[config.mk]
export PLATFORM = sky130hd
export DESIGN_NAME = pc_sequencer
export DESIGN_NICKNAME = d
export VERILOG_FILES = /design/src/rtl/pc_sequencer.sv
export SDC_FILE = /design/constraint.sdc
export NUM_CORES = 1
export LEC_CHECK = 0
export ABC_AREA = 1
export BUFFER_PORTS_ARGS = -buffer_cell sky130_fd_sc_hd__buf_2
export CORE_UTILIZATION = 54
export CTS_BUF_LIST = sky130_fd_sc_hd__clkbuf_16
export DETAILED_ROUTE_END_ITERATION = 7
export PLACE_DENSITY_LB_ADDON = 0.3
export SLEW_MARGIN = 20
export SYNTH_ARGS = -nofsm -noshare
export SYNTH_HDL_FRONTEND = slang
export SYNTH_SLANG_ARGS = --single-unit
[constraint.sdc]
create_clock -name CLK -period 3.7 [get_ports CLK]
set_clock_uncertainty 0.05 [all_clocks]
set_input_delay 0.37 -clock CLK [delete_from_list [all_inputs] [get_ports CLK]]
set_output_delay 0.37 -clock CLK [all_outputs]
set_load 0.05 [all_outputs]
[src/rtl/pc_sequencer.sv]
// Next-PC controller: picks hold / increment / redirect each cycle and keeps one pending redirect.
// Optional perf counters are built only when PC_SEQ_PERF_EN is defined.
module pc_sequencer #(
  parameter logic [31:0] PC_RESET = 32'h0000_0000,
  parameter logic [31:0] PC_INC   = 32'd4
) (
  input  logic        CLK,
  input  logic        RST,
  input  logic [31:0] pc,
  input  logic        ihit,
  input  logic        hazard_stall,
  input  logic        redirect_valid,
  input  logic [31:0] redirect_target,
  input  logic        halt,
  output logic        PCen,
  output logic [31:0] pc_next,
  output logic        stall,
  output logic        flush,
  output logic        halted,
  output logic [31:0] stall_cycles,
  output logic [31:0] redirect_count
);

  // Handshake: pc_next is consumed by the PC register only in cycles where PCen=1;
  // stall is always the complement of PCen.
  typedef enum logic [1:0] {
    RUN  = 2'd0,
    PEND = 2'd1,
    HALT = 2'd2
  } state_t;

  state_t      state_q, state_d;
  logic [31:0] pend_q, pend_d;
  logic [31:0] target;

  assign target = {redirect_target[31:2], 2'b00};

  always_ff @(posedge CLK) begin
    if (RST) begin
      state_q <= RUN;
      pend_q  <= 32'h0;
    end else begin
      state_q <= state_d;
      pend_q  <= pend_d;
    end
  end

  always_comb begin
    state_d = state_q;
    pend_d  = pend_q;
    PCen    = 1'b0;
    pc_next = pc;
    flush   = 1'b0;
    halted  = 1'b0;
    if (RST) begin
      pc_next = PC_RESET;
    end else begin
      unique case (state_q)
        RUN: begin
          if (halt) begin
            state_d = HALT;
          end else if (redirect_valid) begin
            flush = 1'b1;
            if (ihit) begin
              PCen    = 1'b1;
              pc_next = target;
            end else begin
              pend_d  = target;
              state_d = PEND;
            end
          end else if (ihit && !hazard_stall) begin
            PCen    = 1'b1;
            pc_next = pc + PC_INC;
          end
        end
        PEND: begin
          // Hazard stalls do not matter here: the fetch is already being thrown away.
          if (halt) begin
            state_d = HALT;
          end else if (redirect_valid) begin
            pend_d = target;
            flush  = 1'b1;
            if (ihit) begin
              PCen    = 1'b1;
              pc_next = target;
              state_d = RUN;
            end
          end else if (ihit) begin
            PCen    = 1'b1;
            pc_next = pend_q;
            state_d = RUN;
          end
        end
        HALT: begin
          halted = 1'b1;
        end
        default: begin
          state_d = RUN;
        end
      endcase
    end
  end

  assign stall = ~PCen;

`ifdef PC_SEQ_PERF_EN
  logic [31:0] stall_cnt_q;
  logic [31:0] redir_cnt_q;

  always_ff @(posedge CLK) begin
    if (RST) begin
      stall_cnt_q <= 32'h0;
      redir_cnt_q <= 32'h0;
    end else begin
      if (stall && (state_q != HALT) && (stall_cnt_q != 32'hFFFF_FFFF))
        stall_cnt_q <= stall_cnt_q + 32'd1;
      if (redirect_valid && !halt && (state_q != HALT) && (redir_cnt_q != 32'hFFFF_FFFF))
        redir_cnt_q <= redir_cnt_q + 32'd1;
    end
  end

  assign stall_cycles   = stall_cnt_q;
  assign redirect_count = redir_cnt_q;
`else
  assign stall_cycles   = 32'h0;
  assign redirect_count = 32'h0;
`endif

endmodule

==> summary.txt, run 1 <==
Setup path
  – R2R depth: 8
  – Reg-to-reg endpoint: pend_q[4]$_SDFFE_PP0P_
  – WS Path Type: primary input to output port
  – Worst r2r src: state_q[1]$_SDFFE_PP0P_
  – Flop2flop setup slack: 1.61 ns
  – Worst Setup EP: pc_next[27]
  – CP required: about 3.3 ns
  – CP startpoint kind: primary input
  – Crit path capture type: output port
  – Arrival time worst endpoint: roughly 2.6 ns
  – CP Max Fanout: 25
  – CP Launch Point: ihit

Pwr
  – Power per cell area: 324 nW/um2
  – Max VDD drop: around 0.18 mV
  – P_leak: about 2.2 nW
  – Pwr Total: 1.47 mW

Cells and area
  – Cell area after layout: 4520 um2
  – Area Growth Syn to Fin: 9.85%
  – Post-route insts no fill: 870
  – Number of antenna repair diodes: 0
  – Post-layout util: between 60% and 70%
  – Final #Nets: around 840
  – Layout cells sized above 1: 21.4%

Detailed routing
  – Vias per cell: 5.66
  – DRC violations left: 0
  – Routed WL per cell: 14.0 um
  – DR pass1 iterations: 5
  – Drt total wl: 12,200 um
  – Vias: 4,922
  – Initial DRC Count: ~470
  – Remaining antenna violation count: 0

CTS
  – Hold buffers post-CTS: 0
  – Clk Latency, worst-skew pair: 0.28 ns
  – Longest Clk Path Bufs: 2
  – H-tree depth: 2
  – Post-CTS Resized: 0
  – Clock Tree Root: clkbuf_16
  – Worst-path clk slew: 0.05 ns
  – Num CTS Buffers: 5
  – Number of setup buffers added after CTS: 0
  – TritonCTS clock tree: done
  – Clk sink count: 32

Timing
  – TNS Setup: 0 ns
  – Worst Max-Slew Pin Slew: 0.819 ns
  – Post-route setup slack: 0.725 ns
  – Slew Limit Fails: 0
  – Max Freq: 336 MHz
  – Slew HR: 45.3%
  – Tmin final: 2.97 ns
  – Final setup viols: 0
  – Tcrit/Tclk final: between 80% and 90%
  – Final Hold Fails: 0
  – RSZ-0062 raised after global routing: no
  – Hold slack final: 0.309 ns

Placement
  – GP Congestion: 0.888
  – Place WS: roughly 0.85 ns
  – Placed Cells: about 860
  – Port bufs: 103
  – HPWL Detailed: 8530 um
  – DP Area: 4350 um2

Yosys
  – Area leader, netlist: dfxtp_1
  – Yosys top cell area share: 15.6%
  – FF+latch count, synth: 32
  – Mapped Avg Cell Area: about 6 um2
  – Synth area leaders: dfxtp_1, buf_4, nand2_1
  – Unique cell type count in the Yosys netlist: 45
  – YS warnings: 0
  – Post-synthesis sequential area ratio: 15.6%
  – Synthesized area: 4120 um2
  – Post-Syn Instances: between 600 and 700

GRT
  – GRT met1 Usage: roughly 38%
  – Initial antenna violation count: 0
  – Gr usage total: 30.1%
  – Layer with the highest usage: met2
  – Met2 GRT Util: 51.8%
  – Global-route wire length before repair: 18,800 um
  – Met3 usage: under 10%
  – Pin count of the biggest net entering global routing: 51
  – Vias in the first global route: 4,131
  – GR Overflow Total: 0

Floorplan
  – Die Area: 7980 um2
  – CORE AREA: 7290 um2
  – Die height: 89.3 um
  – Chip Width: 89.3 um
  – # IOs: between 150 and 200
  – Num rows: 31
  – Starting density of the core: 56.5%

Flow run
  – Max cap viols: 0

Outcome
  – Status: complete, no violations

Worst hold path
  – HP Class: primary input to flop
## synth_stat cells
cell             n
a31o_2           5
o221ai_1        10
conb_1           1
dlygate4sd1_1    1
nand3b_1         2
buf_4           66
buf_6            2
buf_1            3
o211ai_1        21
nor2_8           1
inv_1           39
nor4_1           1
nand4_1          8
nor4b_1          2
nand3_2          2
a21oi_2          1
clkbuf_1         8
nor3_2           1
nand2_4          2
nor2_2           6
a221oi_1         1
nand3_4          2
buf_2           20
o21ai_1         10
nand3_1         33
a21oi_1         76
nand2_2          6
nor3b_1          1
nand2_1        120
nor3_1          10
a211oi_1         5
inv_2            9
nor2_4           9
nor2_1         104
o21ai_2          1
dfxtp_1         32
xor2_1           2
o21ai_0         55
clkbuf_8         2
ha_1             1
clkbuf_2         2
o22ai_1          4
xnor2_1          3
clkinv_1         1
a31oi_1          1
## state kept, by name, indices dropped and copies added (netlist names)
name and count:
pend_q 30, state_q 2
## layout make-up
type | count | area, um2
clock buffers | 5 | 125
clock inverters | 3 | 42.5
fillers | 723 | 2770
inverters | 49 | 184
multi-input cells | 570 | 2820
flip-flops and latches | 32 | 641
well taps | 99 | 124
repair buffers | 112 | 583
## where the power goes
group / internal (mW) / switching (mW)
clock: 0.316 / 0.158
combinational: 0.136 / 0.479
sequential: 0.365 / 0.0122
## worst max-delay path: stages
cell and delay, ns:
buf_2 0.42, inv_2 0.32, nor2_4 0.31, nand2_4 0.12, inv_2 0.08, nand3_2 0.08, nor2_2 0.13, nand3_1 0.10
nand3_1 0.09, nand2_1 0.07, a21oi_1 0.15, buf_2 0.28
## kinds of logic (layout without fill, tap and decap cells)
family | Yosys count | after routing | share of synthesized area [%]
AO/OA/AOI/OAI | 190 | 190 | 26.5
XOR/XNOR | 5 | 5 | 1.06
adder cells (fa/ha/maj) | 1 | 1 | 0.304
buffers and inverters | 153 | 169 | 21.6
flip-flops | 32 | 32 | 15.6
other | 1 | 64 | 0.0911
AND/OR/NAND/NOR | 310 | 310 | 34.9
## how the worst min path moves through the flow
stage | from | end | cells after the start
after floorplan | pend_q[4]$_SDFFE_PP0P_ | pend_q[4]$_SDFFE_PP0P_ | 2
after global placement | pend_q[4]$_SDFFE_PP0P_ | pend_q[4]$_SDFFE_PP0P_ | 2
after detailed placement | pend_q[26]$_SDFFE_PP0P_ | pend_q[26]$_SDFFE_PP0P_ | 2
after CTS | redirect_target[17] | pend_q[17]$_SDFFE_PP0P_ | 3
after global routing | redirect_target[22] | pend_q[22]$_SDFFE_PP0P_ | 3
final | redirect_target[17] | pend_q[17]$_SDFFE_PP0P_ | 3
## metal layers
| layer | vias up | wire length, um |
|---|---|---|
| met1 | 2232 | 4970 |
| met4 | 0 | 301 |
| met2 | 297 | 5930 |
| met5 | - | 0 |
| li1 | 2357 | - |
| met3 | 36 | 1010 |
## cell usage in the layout, fill, tap and decap left out, drive strengths merged, types with 2 or more instances in the layout
cell / synthesis / final
nor4b: 2 / 2
a21oi: 77 / 77
o21ai: 66 / 66
nand4: 8 / 8
nor3: 11 / 11
inv: 48 / 48
nand2: 128 / 128
nor2: 120 / 120
dfxtp: 32 / 32
o22ai: 4 / 4
a211oi: 5 / 5
clkinv: 1 / 2
xnor2: 3 / 3
conb: 1 / 64
nand3b: 2 / 2
xor2: 2 / 2
nand3: 37 / 37
buf: 91 / 112
clkbuf: 12 / 5
o221ai: 10 / 10
a31o: 5 / 5
o211ai: 21 / 21
Power figures use the tool's default switching activity.
==> inputs of run 2 (changes only) <==
--- a/config.mk
+++ b/config.mk
@@ -7,7 +7,7 @@
 export LEC_CHECK = 0
 export ABC_AREA = 1
 export BUFFER_PORTS_ARGS = -buffer_cell sky130_fd_sc_hd__buf_2
-export CORE_UTILIZATION = 54
+export CORE_UTILIZATION = 45
 export CTS_BUF_LIST = sky130_fd_sc_hd__clkbuf_16
 export DETAILED_ROUTE_END_ITERATION = 7
 export PLACE_DENSITY_LB_ADDON = 0.3
==> constraint.sdc (replaced) <==
create_clock -name CLK -period 2.7 [get_ports CLK]
set_clock_uncertainty 0.05 [all_clocks]
set_input_delay 0.27 -clock CLK [delete_from_list [all_inputs] [get_ports CLK]]
set_output_delay 0.27 -clock CLK [all_outputs]
set_load 0.05 [all_outputs]
==> run 2 against run 1 <==
Against the previous run:
- the flow now finishes with violations (design-rule violations)
- via count is 2.2% lower
- first-iteration DRC count is 1.5% lower
- register-to-register slack got worse by 1.0 ns
- core utilization decreased by 10 points
- hold slack got worse by 0.095 ns
- cell area rose by 0.58%
- power is 30% higher
- non-clock buffer count increased by 5
- sequential power increased by 37%
- flip-flop and latch count did not move
- wire length increased by 2.4%
- highest routed layer unchanged
==> summary.txt, run 2 (same netlist as run 1, synthesis figures left out) <==
Floorplan
  – Starting density of the core: between 40% and 50%
  – CORE AREA: 8810 um2
  – Num rows: 34
  – Die Area: 9530 um2
  – # IOs: 170
  – Die height: 97.6 um
  – Chip Width: 97.6 um

Placement
  – Port bufs: 103
  – Placed Cells: 876
  – GP Congestion: 0.865
  – HPWL Detailed: 9100 um
  – Place WS: 0.529 ns
  – DP Area: between 4000 and 5000 um2

Cells and area
  – Largest registers: pend_q (30), state_q (2)
  – Number of antenna repair diodes: 0
  – FILL cells: 893
  – Most frequent cells in the layout: nand2_1, nor2_1, buf_2
  – Area Growth Syn to Fin: 10.5%
  – Max reg flops: 30
  – Commonest non-fill, non-tap cell in the layout: nand2_1
  – Final #Nets: 846
  – Multi-input gate area in the final layout: between 2000 and 3000 um2
  – Post-route insts no fill: 883
  – Layout cells sized above 1: 21.5%
  – Register Area: 641 um2
  – Cell area after layout: ~4500 um2
  – Most flops, register: pend_q
  – Post-layout util: 51.6%

Detailed routing
  – DR pass1 iterations: 8
  – Drt total wl: 12,500 um
  – Vias per cell: 5.45
  – Initial DRC Count: 462
  – Routed WL per cell: 14.2 um
  – Remaining antenna violation count: 0
  – Vias: between 4,000 and 5,000
  – DRC violations left: 30

Timing
  – Final Hold Fails: 0
  – Slew HR: between 50% and 60%
  – RSZ-0062 raised after global routing: no
  – TNS Setup: 0 ns
  – Tcrit/Tclk final: 89.6%
  – Final setup viols: 0
  – Post-route setup slack: 0.281 ns
  – Max Freq: ~410 MHz
  – Tmin final: 2.42 ns
  – Slew Limit Fails: 0
  – Worst Max-Slew Pin Slew: 0.720 ns
  – Hold slack final: 0.214 ns

GRT
  – GR Overflow Total: 0
  – Gr usage total: 26.6%
  – Vias in the first global route: 4,378
  – Pin count of the biggest net entering global routing: 60
  – Initial antenna violation count: 0
  – Global-route wire length before repair: 20,800 um

Pwr
  – P_leak: 2.18 nW
  – Pwr Total: 1.91 mW
  – Max VDD drop: roughly 0.26 mV
  – Power per cell area: 419 nW/um2

Outcome
  – Status: finished, violations left
  – Failing checks: design-rule violations

Setup path
  – Worst r2r src: state_q[1]$_SDFFE_PP0P_
  – Largest stage delay, worst path: approximately 0.54 ns
  – CP Launch Point: state_q[0]$_SDFFE_PP0P_
  – Top delay family on crit path: buffers and inverters
  – Slowest-stage cell, CP: dfxtp_1
  – CP startpoint kind: flop
  – Worst Path Buf+Inv: 3
  – Crit path capture type: output port
  – Most frequent CP cell: nand2_1
  – CP required: 2.38 ns
  – Arrival time worst endpoint: 2.10 ns
  – Worst-path cell chain: nand2_1 -> nor2_2 -> buf_4 -> nand2_1 -> inv_1 -> nand3_1 -> a31oi_1 -> buf_2
  – CP Max Fanout: 9
  – WS Path Type: flop to output port

CTS
  – Worst-path clk slew: 0.06 ns
  – TritonCTS clock tree: done
  – Num CTS Buffers: 5
  – Post-CTS Resized: 0
  – H-tree depth: 2
  – Number of setup buffers added after CTS: 0
  – Clock Tree Root: clkbuf_16
  – Clk sink count: 32
  – Clk Latency, worst-skew pair: 0.28 ns
  – Hold buffers post-CTS: 0
  – Longest Clk Path Bufs: 2

Flow run
  – Max cap viols: 0

Worst hold path
  – Start point of the worst hold path: redirect_target[27]
  – HP Class: primary input to flop
[run 2: cell count changes in the layout (fill, tap and decap cells not counted)]
cell        delta
clkinv_1       +2
clkinv_2       -1
clkinvlp_4     -1
bufinv_16      -1
buf_12         +1
buf_4          +4
[run 2: layout make-up]
class | instances | area share, %
Tap cell | 108 | 2.97
Multi-Input combinational cell | 570 | 62.1
Timing Repair Buffer | 117 | 13.9
Clock inverter | 2 | 0.165
Sequential cell | 32 | 14.1
Inverter | 49 | 4.04
Clock buffer | 5 | 2.75
[run 2: worst reg2reg max path: cells and delay by family (launching register included)]
family / cells / cell delay, ns
AO/OA/AOI/OAI: 1 / 0.21
AND/OR/NAND/NOR: 4 / 0.81
buffers and inverters: 3 / 0.60
flip-flops: 1 / 0.36
[run 2: worst paths after layout]
| kind | slack [ns] | end | cells after the start |
|---|---|---|---|
| worst max register to register | 0.61 | pend_q[19]$_SDFFE_PP0P_ | 8 |
| worst min-delay path | 0.21 | pend_q[27]$_SDFFE_PP0P_ | 3 |
| worst min register to register | 0.44 | pend_q[26]$_SDFFE_PP0P_ | 2 |
| worst max-delay path | 0.28 | pc_next[5] | 8 |
[run 2: report_power, final]
group	leakage (nW)	total, mW	switching, mW	internal, mW
Sequential	0.262	0.517	0.0164	0.500
Combinational	1.85	0.850	0.657	0.192
Clock	0.0648	0.539	0.209	0.330
Total	2.18	1.91	0.882	1.02
[run 2: routing by layer]
metal / vias up / GRT usage [%] / routed length, um / share of wire [%]
li1: 2380 / - / - / -
met1: 2166 / 34.2 / 5310 / 42
met2: 243 / 45.5 / 5950 / 48
met3: 24 / 2.95 / 954 / 7.6
met4: 0 / 9.91 / 289 / 2.3
met5: - / 0 / 0 / 0
